$ cat src/rtl/uart_rx_frame_ctrl_if.sv
// Byte stream from the UART receiver plus the committed-bank read port and frame status.
// The consumer side (slave) takes bytes and answers reads; the master drives bytes and read addresses.
interface uart_rx_frame_ctrl_if #(
  parameter int AW = 4
);
  logic          iValid;
  logic [7:0]    iData;
  logic          rxAbort;
  logic [AW-1:0] rdAddr;
  logic [7:0]    rdData;
  logic          frameOk;
  logic          frameErr;
  logic          busy;
  logic [7:0]    errCnt;

  modport master (
    output iValid, iData, rdAddr,
    input  rxAbort, rdData, frameOk, frameErr, busy, errCnt
  );

  modport slave (
    input  iValid, iData, rdAddr,
    output rxAbort, rdData, frameOk, frameErr, busy, errCnt
  );
endinterface

$ cat src/rtl/uart_rx_frame_ctrl.sv
// Sync hunt, fixed-length payload + checksum collection, inter-byte timeout and double-buffered commit.
// frameOk/frameErr arrive 2 cycles after the checksum byte; no backpressure, one byte per iValid rising edge.
module uart_rx_frame_ctrl #(
  parameter logic [7:0] SYNC_BYTE   = 8'hA5,
  parameter int         PAYLOAD_LEN = 8,
  parameter int         TIMEOUT     = 5000,
  parameter int         AW          = 4
) (
  input logic               clk,
  input logic               rst,
  uart_rx_frame_ctrl_if.slave bus
);
  localparam int TW    = $clog2(TIMEOUT + 1);
  localparam int DEPTH = 2 ** AW;

  typedef enum logic [2:0] {HUNT, PAYLOAD, CHECK, COMMIT, ERR} state_t;

  state_t        state, stateNxt;
  logic          iValidQ;
  logic [AW-1:0] idx;
  logic [7:0]    sum;
  logic [TW-1:0] tmo;
  logic          active;
  logic [7:0]    bank [2][DEPTH];
  logic [1:0]    abortCnt;
  logic [7:0]    rdDataQ;
  logic          frameOkQ, frameErrQ;
  logic [7:0]    errCntQ;

  logic acc, startFrame, wrEn, tmoHit, swap, errEv;

  assign acc = bus.iValid & ~iValidQ;

  always_comb begin
    stateNxt   = state;
    startFrame = 1'b0;
    wrEn       = 1'b0;
    tmoHit     = 1'b0;
    swap       = 1'b0;
    errEv      = 1'b0;
    case (state)
      HUNT: begin
        if (acc && bus.iData == SYNC_BYTE) begin
          startFrame = 1'b1;
          stateNxt   = PAYLOAD;
        end
      end
      PAYLOAD: begin
        // A byte landing on the timeout cycle takes priority over the timeout
        if (acc) begin
          wrEn = 1'b1;
          if (idx == AW'(PAYLOAD_LEN - 1)) stateNxt = CHECK;
        end else if (tmo == TW'(TIMEOUT - 1)) begin
          tmoHit   = 1'b1;
          stateNxt = ERR;
        end
      end
      CHECK: begin
        if (acc) begin
          stateNxt = (bus.iData == sum) ? COMMIT : ERR;
        end else if (tmo == TW'(TIMEOUT - 1)) begin
          tmoHit   = 1'b1;
          stateNxt = ERR;
        end
      end
      COMMIT: begin
        swap     = 1'b1;
        stateNxt = HUNT;
      end
      ERR: begin
        errEv    = 1'b1;
        stateNxt = HUNT;
      end
      default: stateNxt = HUNT;
    endcase
  end

  always_ff @(posedge clk) begin
    if (!rst) begin
      state     <= HUNT;
      iValidQ   <= 1'b0;
      idx       <= '0;
      sum       <= '0;
      tmo       <= '0;
      active    <= 1'b0;
      abortCnt  <= '0;
      rdDataQ   <= '0;
      frameOkQ  <= 1'b0;
      frameErrQ <= 1'b0;
      errCntQ   <= '0;
      for (int b = 0; b < 2; b++) begin
        for (int a = 0; a < DEPTH; a++) begin
          bank[b][a] <= '0;
        end
      end
    end else begin
      state     <= stateNxt;
      iValidQ   <= bus.iValid;
      frameOkQ  <= swap;
      frameErrQ <= errEv;

      if (startFrame) begin
        idx <= '0;
        sum <= '0;
      end else if (wrEn) begin
        // Payload always lands in the shadow bank; committed data stays readable
        bank[~active][idx] <= bus.iData;
        sum                <= sum + bus.iData;
        idx                <= idx + AW'(1);
      end

      if (acc || startFrame) tmo <= '0;
      else if (state == PAYLOAD || state == CHECK) tmo <= tmo + TW'(1);

      if (swap) active <= ~active;
      if (errEv && errCntQ != 8'hFF) errCntQ <= errCntQ + 8'd1;

      if (tmoHit) abortCnt <= 2'd2;
      else if (abortCnt != 2'd0) abortCnt <= abortCnt - 2'd1;

      rdDataQ <= bank[active][bus.rdAddr];
    end
  end

  assign bus.rxAbort  = (abortCnt != 2'd0);
  assign bus.rdData   = rdDataQ;
  assign bus.frameOk  = frameOkQ;
  assign bus.frameErr = frameErrQ;
  assign bus.busy     = (state != HUNT);
  assign bus.errCnt   = errCntQ;
endmodule

$ cat src/flat_wrapper.sv
// flat-port wrapper written by rule: the top's interface ports become plain ports
module uart_rx_frame_ctrl_flat 
#(
  parameter logic [7:0] SYNC_BYTE   = 8'hA5,
  parameter int         PAYLOAD_LEN = 8,
  parameter int         TIMEOUT     = 5000,
  parameter int         AW          = 4
)
  (clk, rst, bus_iValid, bus_iData, bus_rdAddr, bus_rxAbort, bus_rdData, bus_frameOk, bus_frameErr, bus_busy, bus_errCnt);
  uart_rx_frame_ctrl_if #(.AW(AW)) bus_i ();
  input logic clk;
  input logic rst;
  input wire logic [$bits(bus_i.iValid)-1:0] bus_iValid;
  input wire logic [$bits(bus_i.iData)-1:0] bus_iData;
  input wire logic [$bits(bus_i.rdAddr)-1:0] bus_rdAddr;
  output wire logic [$bits(bus_i.rxAbort)-1:0] bus_rxAbort;
  output wire logic [$bits(bus_i.rdData)-1:0] bus_rdData;
  output wire logic [$bits(bus_i.frameOk)-1:0] bus_frameOk;
  output wire logic [$bits(bus_i.frameErr)-1:0] bus_frameErr;
  output wire logic [$bits(bus_i.busy)-1:0] bus_busy;
  output wire logic [$bits(bus_i.errCnt)-1:0] bus_errCnt;
  assign bus_i.iValid = bus_iValid;
  assign bus_i.iData = bus_iData;
  assign bus_i.rdAddr = bus_rdAddr;
  assign bus_rxAbort = bus_i.rxAbort;
  assign bus_rdData = bus_i.rdData;
  assign bus_frameOk = bus_i.frameOk;
  assign bus_frameErr = bus_i.frameErr;
  assign bus_busy = bus_i.busy;
  assign bus_errCnt = bus_i.errCnt;
  uart_rx_frame_ctrl #(.SYNC_BYTE(SYNC_BYTE), .PAYLOAD_LEN(PAYLOAD_LEN), .TIMEOUT(TIMEOUT), .AW(AW)) u_core (.clk(clk), .rst(rst), .bus(bus_i));
endmodule
$ cat config.mk
export PLATFORM = sky130hd
export DESIGN_NAME = uart_rx_frame_ctrl_flat
export DESIGN_NICKNAME = d
export VERILOG_FILES = /design/src/rtl/uart_rx_frame_ctrl_if.sv /design/src/rtl/uart_rx_frame_ctrl.sv /design/src/flat_wrapper.sv
export SDC_FILE = /design/constraint.sdc
export NUM_CORES = 1
export LEC_CHECK = 0
export ABC_AREA = 1
export CORE_ASPECT_RATIO = 0.8
export CORE_MARGIN = 8
export CORE_UTILIZATION = 48
export DETAILED_ROUTE_END_ITERATION = 8
export GPL_ROUTABILITY_DRIVEN = 1
export GPL_TIMING_DRIVEN = 0
export SETUP_SLACK_MARGIN = 0.02
export SLEW_MARGIN = 20
export SYNTH_ARGS = -nofsm -noshare
export SYNTH_HDL_FRONTEND = slang
export SYNTH_SLANG_ARGS = --single-unit
$ cat constraint.sdc
create_clock -name clk -period 7.1 [get_ports clk]
set_input_delay 0.71 -clock clk [delete_from_list [all_inputs] [get_ports clk]]
set_output_delay 0.71 -clock clk [all_outputs]
set_load 0.005 [all_outputs]
==> results of run 1 <==
==> cell usage after synthesis, types with 4 or more instances <==
| library cell | n |
|---|---|
| nor2_1 | 333 |
| edfxtp_1 | 256 |
| nand2_1 | 243 |
| o21ai_0 | 107 |
| nand3_1 | 83 |
| inv_1 | 66 |
| a21oi_1 | 65 |
| dfxtp_1 | 51 |
| clkbuf_1 | 47 |
| nor3_1 | 20 |
| buf_2 | 19 |
| o31ai_1 | 18 |
| o211ai_1 | 16 |
| o221ai_1 | 16 |
| nand3_4 | 14 |
| ha_1 | 13 |
| clkinv_1 | 9 |
| nor2_2 | 9 |
| xor2_1 | 8 |
| buf_1 | 7 |
| nand4_1 | 6 |
| o21ai_1 | 4 |
| xnor2_1 | 4 |
==> area by class of cell <==
class	count	area share, %
buffer	78	2.21
clock buffer	46	5.62
clock inverter	11	0.988
inverter	78	1.82
multi-input combinational	984	29.9
sequential	307	54.1
tap	377	2.93
timing repair buffer	36	2.38
==> placed cells by master (no fill, tap or decap), types with 6 or more instances in the layout <==
cell,n
a21oi_1,65
o211ai_1,16
clkinv_2,6
nand3_1,83
dfxtp_1,51
inv_1,66
nor2_2,16
edfxtp_1,256
ha_1,13
o221ai_1,16
clkbuf_1,55
o31ai_1,18
nor3_1,20
clkinv_1,9
clkbuf_16,32
nor2_1,325
buf_1,7
buf_2,19
clkdlybuf4s50_1,30
nand2_1,243
nand3_4,14
nand4_1,6
o21ai_0,107
xor2_1,8
==> logic make-up after synthesis <==
| logic type | Yosys count |
|---|---|
| simple gates | 729 |
| compound gates | 229 |
| xor+xnor | 12 |
| flops | 307 |
| fa+ha+maj | 14 |
| buf+inv | 156 |
==> metal layers <==
metal  vias up  wire length (um)  global-route usage (%)
li1       5086                 -                       -
met1      5220             19300                    35.2
met2       521             18600                    36.3
met3        75              4460                    5.24
met4         0              1110                    6.72
met5         -                 0                       0
==> worst max-delay path, cell delays in order <==
cell and delay [ns]:
clkdlybuf4s50_1 0.52, clkinv_1 0.58, clkbuf_1 0.70, fa_1 0.68, o21ai_0 0.32, nand2_1 0.09, nand2_1 0.07, a21oi_1 0.08
nand2_1 0.06, nand2_1 0.05, nor2_1 0.09, nor2_1 0.04
==> how the worst max path moves through the flow <==
stage,from,slack (ns),cells after the start,endpoint
2_1_floorplan,rst,4.56,10,u_core.bank[1][104]$_DFFE_PP_
4_1_cts,bus_iData[1],3.66,12,u_core.sum[6]$_SDFFE_PP0N_
3_5_place_dp,bus_iData[1],3.06,12,u_core.sum[6]$_SDFFE_PP0N_
3_3_place_gp,bus_iData[3],2.55,4,u_core.bank[1][35]$_DFFE_PP_
5_1_grt,bus_iData[1],3.48,12,u_core.sum[6]$_SDFFE_PP0N_
6_report,bus_iData[1],3.58,12,u_core.sum[6]$_SDFFE_PP0N_
==> power groups by stage <==
stage	registers [mW]	logic, mW	clock network (mW)
floorplan	2.11	0.263	0
global placement	2.12	0.416	0
detailed placement	2.12	0.425	0
CTS	2.08	0.427	1.73
global route	2.09	0.473	1.80
finish	2.08	0.432	1.73
==> stage by stage <==
step | worst slack, ns | instances | hold slack (ns) | instance area (sq um)
floorplan | 4.56 | 1447 | 0.410 | 14100
global placement | 2.55 | 1854 | 0.419 | 14900
detailed placement | 3.06 | 1860 | 0.448 | 15000
CTS | 3.66 | 1917 | 0.454 | 16100
global route | 3.48 | 1917 | 0.479 | 16100
finish | 3.58 | 1917 | 0.449 | 16100
==> registers in the layout, summed over array words and instances, names as in the netlist, named ones only <==
| register | count |
|---|---|
| u_core.iValidQ | 1 |
| u_core.sum | 8 |
| u_core.active | 1 |
| u_core.bus.frameErr | 1 |
| u_core.idx | 4 |
| u_core.state | 3 |
| u_core.bus.rdData | 8 |
| u_core.bus.frameOk | 1 |
| u_core.abortCnt | 2 |
| u_core.tmo | 13 |
| u_core.bank | 256 |
| u_core.bus.errCnt | 8 |
==> results.md, run 1 <==
- Floorplan core area: 29100 sq um
- Area fraction of the dominant cell type after synthesis: 54.4%
- CTS Hold Bufs: 0
- DRC marker count from the first detailed-route iteration: 1283
- Antenna violations before repair: 0
- Synth Area in XOR/XNOR: 0.743%
- Fraction of final layout cells with drive strength greater than 1: 8.18%
- Most instantiated flip-flop cell in the synthesis netlist: edfxtp_1
- Critical path type: in2reg
- Number of top-level pins: 35
- Maximum level of the CTS H-tree: 1
- Number of cell rows: 56
- Reg2reg setup slack: 4.13 ns
- Register bit count reported by yosys: 307
- Switch share: 24.8%
- RSZ-0062 raised after global routing: no
- Post-Synthesis Net Count: 1476
- Switching pwr: 1.05 mW
- Pins Over Slew Limit: 0
- Area fraction in and, or, nand and nor cells after synthesis: 22.6%
- Maximum clock frequency: 0.284 GHz
- Number of global-route vias before repair: 10100
- Worst hold path stage count: 1
- Area of combinational cells with multiple inputs: 4810 sq um
- Clock transition at path regs: 0.06 ns
- Ant. Diodes: 0
- Top cells by area, synth: edfxtp_1, nor2_1, dfxtp_1
- Combinational power share: 10.2%
- DRC Markers: 0
- Syn-to-layout area delta: 13.7%
- Share of the yosys chip area belonging to registers: 61.6%
- Biggest fanout along the worst timing path: 10
- Number of cell instances on the worst register-to-register path: 11
- Die width: 208 um
- Post-synthesis average cell area: 9.77 sq um
- Setup TNS: 0 ns
- Leakage power of the design: 6.20 nW
- Required time of the critical path: 7.58 ns
- Mapped Cells: 1447
- Startpoint type of the worst setup path: input pin
- Number of clock sinks seen by CTS: 307
- Adder and majority cell fraction of the synthesized area: 1.29%
- Via count of the routed design: 10900
- Origin of the worst min-delay path: u_core.abortCnt[0]$_SDFFE_PP0P_
- Minimum period implied by the final worst setup slack: 3.52 ns
- Final hold violation count: 0
- Final period utilization: 49.5%
- Reg area: 8710 sq um
- Run status: completed
- Proportion of synthesized flip-flops having asynchronous set or reset: 0%
- Clock tree from TritonCTS: built
- Slew margin rel.: 17.6%
- Clock buffers created by TritonCTS: 31
- Per-cell via count in the routed design: 5.69
- Slew of the pin with the lowest slew margin: 1.24 ns
- Last weighted congestion value of the routability-driven placer: 0.908
- Beginning of the worst register-to-register path: u_core.idx[0]$_SDFFE_PP0N_
- Post_cts resized: 0
- Number of setup violations in the final report: 0
- Power share of the sequential group: 49.1%
- Post-synthesis compound-gate area fraction: 9.17%
- Number of nets in the layout: 1545
- Dominant combinational cell family by area after synthesis: simple AND/OR/NAND/NOR gates
- Critical Path Sink Type: register
- Clock group share of total power: 40.7%
- Vert. Die Dim: 170 um
- Cell area after synthesis: 14100 sq um
- Fillers: 2589
- Number of buffer cells added on primary ports: 30
- Number of synthesized flops with an enable pin: 256
- Highest ir drop seen on vdd: 143 uV
- Clock Tree Buf Depth: 3
- Hold/Removal Path Class: reg2reg
- Dominant cell type by area after synthesis: edfxtp_1
- Count of yosys warnings during synthesis: 0
- DR WL/cell: 22.6 um
- Power consumption: 4.24 mW
- Wire length of the first global-routing pass: 64.1 mm
- Max-Cap Viols: 0
- Remaining antenna violation count after routing: 0
- Endpoint of the worst hold-timing path: u_core.abortCnt[0]$_SDFFE_PP0P_
- Wire length after detailed routing: 43.4 mm
- Die area: 35200 sq um
- Root Buffer Master: clkbuf_16
- Worst Skew: 0.0249 ns
- Pin count of the biggest net entering global routing: 16
- Number of distinct library cells after synthesis: 42
- Total routing resource utilization after global routing: 24.2%
- HPWL Detailed: 30.3 mm
- Cell Int Power: 3.19 mW
- Count of buffers added by post-CTS timing repair for setup: 0
- Iteration count of the initial detailed-routing pass: 5
- Worst-Skew Late Latency: 0.59 ns
- Multiplexer fraction of the synthesized cell area: 0%
- Power density normalized to cell area: 264 nW/um^2
- Fraction of the core area covered by cells at the end of the flow: 55.2%
- Effective utilization at floorplan: 48.5%
- CP Data Arrival Time: 3.99 ns
- Remaining global-route overflow: 0
- Reg-to-Reg End: u_core.bank[1][41]$_DFFE_PP_
(Power assumes the default switching activity.)
==> run 2: changes to the inputs <==
--- a/config.mk
+++ b/config.mk
@@ -12,6 +12,7 @@
 export DETAILED_ROUTE_END_ITERATION = 8
 export GPL_ROUTABILITY_DRIVEN = 1
 export GPL_TIMING_DRIVEN = 0
+export PLACE_DENSITY = 0.67
 export SETUP_SLACK_MARGIN = 0.02
 export SLEW_MARGIN = 20
 export SYNTH_ARGS = -nofsm -noshare
==> constraint.sdc (replaced) <==
create_clock -name clk -period 3.2 [get_ports clk]
set_input_delay 0.32 -clock clk [delete_from_list [all_inputs] [get_ports clk]]
set_output_delay 0.32 -clock clk [all_outputs]
set_load 0.005 [all_outputs]
==> run 2 against run 1 <==
Clock power grew 100%. Design area shrank 0.65%. Sequential cell count is the same. Count of clock-buffer cells in the layout shrank 8. Utilization shrank 0.36 points. Register-to-register slack lost 3.8 ns. Combinational power grew 120%. Global-route usage shrank 0.64 points. Non-clock buffer count is the same. Wire length shrank 2.6%. Critical path type unchanged. Largest power group unchanged.
==> results.md, run 2 (synthesized netlist as in run 1, its figures left out) <==
- Run status: completed (unchanged)
- Minimum period implied by the final worst setup slack: 2.93 ns
- Worst setup endpoint: u_core.sum[6]$_SDFFE_PP0N_ (unchanged)
- Post-layout instance area: 16000 sq um (was 16100 sq um)
- Die area: 35200 sq um (unchanged)
- Wire length after detailed routing: 42.3 mm (was 43.4 mm)
- Reg-to-Reg End: u_core.bank[1][41]$_DFFE_PP_ (unchanged)
- Number of setup violations in the final report: 0 (unchanged)
- Maximum clock frequency: 0.342 GHz
- Slew margin rel.: 23.7% (was 17.6%)
- Critical Path Sink Type: register (unchanged)
- Via count of the routed design: 11100 (was 10900)
- Syn-to-layout area delta: 13.0% (was 13.7%)
- Vert. Die Dim: 170 um (unchanged)
- Worst setup margin: 0.274 ns (was 3.58 ns)
- Number of buffer and inverter stages on the critical path: 3 (unchanged)
- Root Buffer Master: clkbuf_16 (unchanged)
- Power consumption: 9.08 mW (was 4.24 mW)
- Final hold violation count: 0 (unchanged)
- Clock buffers created by TritonCTS: 31 (unchanged)
- Remaining antenna violation count after routing: 0 (unchanged)
- Number of nets in the layout: 1545 (unchanged)
- Cell area after placement: 15000 sq um (about the same)
- Worst Skew: 0.0292 ns (was 0.0249 ns)
- Slowest CP cell: fa_1 (was clkbuf_1)
- CP Data Arrival Time: 3.39 ns (was 3.99 ns)
- Dominant delay contributor by cell family on the critical path: buffers and inverters (unchanged)
- Clock tree from TritonCTS: built (unchanged)
- Final period utilization: 91.4%
- Startpoint type of the worst setup path: input pin (unchanged)
- RSZ-0062 raised after global routing: no (unchanged)
- Effective utilization at floorplan: 48.5% (unchanged)
- Antenna violations before repair: 0 (unchanged)
- Cells traversed along the worst timing path: clkdlybuf4s50_1, clkinv_1, clkbuf_1, fa_1, o21ai_0, nand2_1, nand2_1, a21oi_1, nand2_1, nand2_1, nor2_1, nor2_1 (unchanged)
- Number of buffer cells added on primary ports: 30 (unchanged)
- Hold/Removal Path Class: in2reg (was reg2reg)
- Path length in cells of the critical path: 12 (unchanged)
- Clock Tree Buf Depth: 3 (unchanged)
- Remaining global-route overflow: 0 (unchanged)
- Leakage power of the design: 6.13 nW (was 6.20 nW)
- DRC Markers: 0 (unchanged)
- Max-Cap Viols: 0 (unchanged)
- Top Registers: u_core.bank: 256 flops, u_core.tmo: 13 flops (unchanged)
- Per-cell via count in the routed design: 5.76 (was 5.69)
- Number of cell rows: 56 (unchanged)
- Reg2reg setup slack: 0.32 ns (was 4.13 ns)
- Number of flip-flops under the largest register name: 256 (unchanged)
- Number of top-level pins: 35 (unchanged)
- HPWL Detailed: 29.6 mm (was 30.3 mm)
- Clock transition at path regs: 0.06 ns (about the same)
- DR WL/cell: 22.0 um (was 22.6 um)
- Pins Over Slew Limit: 0 (unchanged)
- Power density normalized to cell area: 568 nW/um^2 (was 264 nW/um^2)
- Critical path type: in2reg (unchanged)
- Worst-Skew Late Latency: 0.60 ns (was 0.59 ns)
- DRC marker count from the first detailed-route iteration: 1312 (was 1283)
- Commonest non-fill, non-tap cell in the layout: nor2_1 (unchanged)
- Number of cell instances on the worst register-to-register path: 11 (unchanged)
- Fillers: 2533 (was 2589)
- Die width: 208 um (unchanged)
- Peak per-stage delay on the critical path: 0.65 ns (was 0.70 ns)
- Worst setup slack after placement: -0.258 ns (was 3.06 ns)
- Last weighted congestion value of the routability-driven placer: 0.909 (was 0.908)
- Total routing resource utilization after global routing: 23.6% (was 24.2%)
- Reg with most FFs: u_core.bank (unchanged)
- Slew of the pin with the lowest slew margin: 1.14 ns (was 1.24 ns)
- Number of clock sinks seen by CTS: 307 (unchanged)
- Biggest fanout along the worst timing path: 10 (unchanged)
- Beginning of the worst register-to-register path: u_core.idx[0]$_SDFFE_PP0N_ (unchanged)
- Most frequent cells in the layout: nor2_1, edfxtp_1, nand2_1, o21ai_0, nand3_1 (unchanged)
- Min Hold Slack: 0.236 ns (was 0.449 ns)
- Iteration count of the initial detailed-routing pass: 6 (was 5)
- Critical path's most frequent cell: nand2_1 (unchanged)
- Fraction of final layout cells with drive strength greater than 1: 7.86% (was 8.18%)
- Maximum level of the CTS H-tree: 1 (unchanged)
- Number of global-route vias before repair: 10400 (was 10100)
- Startpoint of the most critical setup path: bus_iData[1] (unchanged)
- Pin count of the biggest net entering global routing: 17 (was 16)
- Floorplan core area: 29100 sq um (unchanged)
- Highest ir drop seen on vdd: 452 uV (was 143 uV)
- Wire length of the first global-routing pass: 63.1 mm (was 64.1 mm)
- Required time of the critical path: 3.67 ns (was 7.58 ns)
==> run 2: changes by cell type in the layout (fill, tap and decap cells not counted), sizes merged <==
cell / change
inv: +1
clkbuf: -8
clkinvlp: +2
bufinv: -2
diode: +1
clkinv: +7
==> run 2: worst register-to-register path, stage by stage (launching register included) <==
cell and delay (ns):
dfxtp_1 0.39, inv_1 0.10, ha_1 0.24, inv_1 0.12, nor2_1 0.08, o21ai_0 0.16
nand2_1 0.10, nor2_1 0.23, nand2_4 0.12, nand2_1 0.09, nand2_2 0.16, nor2_1 0.72
==> run 2: power by group <==
group	leakage [nW]	internal, mW	switching, mW
clock	0.465	1.94	1.56
combinational	2.61	0.262	0.688
sequential	3.06	4.55	0.0803
total	6.13	6.75	2.33
==> run 2: per-stage QoR <==
step,utilization [%],instances,setup TNS (ns)
after floorplan,-,1447,0
after global placement,51.2,1854,-65.93
after detailed placement,51.5,1860,-2.67
after CTS,54.8,1917,0
after global routing,54.8,1917,0
final,54.8,1918,0
==> run 2: area by class of cell <==
| type | count | area, sq um | share of cell area (%) |
|---|---|---|---|
| multi-input cells | 984 | 4820 | 30.1 |
| well taps | 377 | 472 | 2.95 |
| inverters | 78 | 293 | 1.83 |
| diodes | 1 | 2.50 | 0.0157 |
| clock inverters | 19 | 153 | 0.955 |
| repair buffers | 36 | 379 | 2.37 |
| plain buffers | 78 | 355 | 2.22 |
| clock buffers | 38 | 802 | 5.02 |
| flip-flops and latches | 307 | 8710 | 54.5 |
==> run 2: what timing repair did <==
action / in CTS / in global routing
buffers inserted: 0 / 0
hold buffers: 0 / 0
resized for setup: 0 / 2
endpoints found under the setup margin: 0 / 9
==> run 2: worst min-delay path by stage <==
stage | slack [ns] | end | startpoint | cells after the start
floorplan | 0.41 | u_core.abortCnt[0]$_SDFFE_PP0P_ | u_core.abortCnt[0]$_SDFFE_PP0P_ | 1
global placement | 0.42 | u_core.abortCnt[0]$_SDFFE_PP0P_ | u_core.abortCnt[0]$_SDFFE_PP0P_ | 1
detailed placement | 0.44 | u_core.abortCnt[0]$_SDFFE_PP0P_ | u_core.abortCnt[0]$_SDFFE_PP0P_ | 1
CTS | 0.20 | u_core.bus.rdData[1]$_SDFF_PN0_ | bus_rdAddr[3] | 4
global route | 0.28 | u_core.bus.rdData[0]$_SDFF_PN0_ | bus_rdAddr[3] | 4
finish | 0.24 | u_core.bus.rdData[1]$_SDFF_PN0_ | bus_rdAddr[3] | 4
==> run 2: routing by layer <==
layer,global-route usage [%],wire length [um]
met5,0,0
met3,7.27,5300
met2,34.6,17800
met1,33.4,18000
met4,6.81,1170
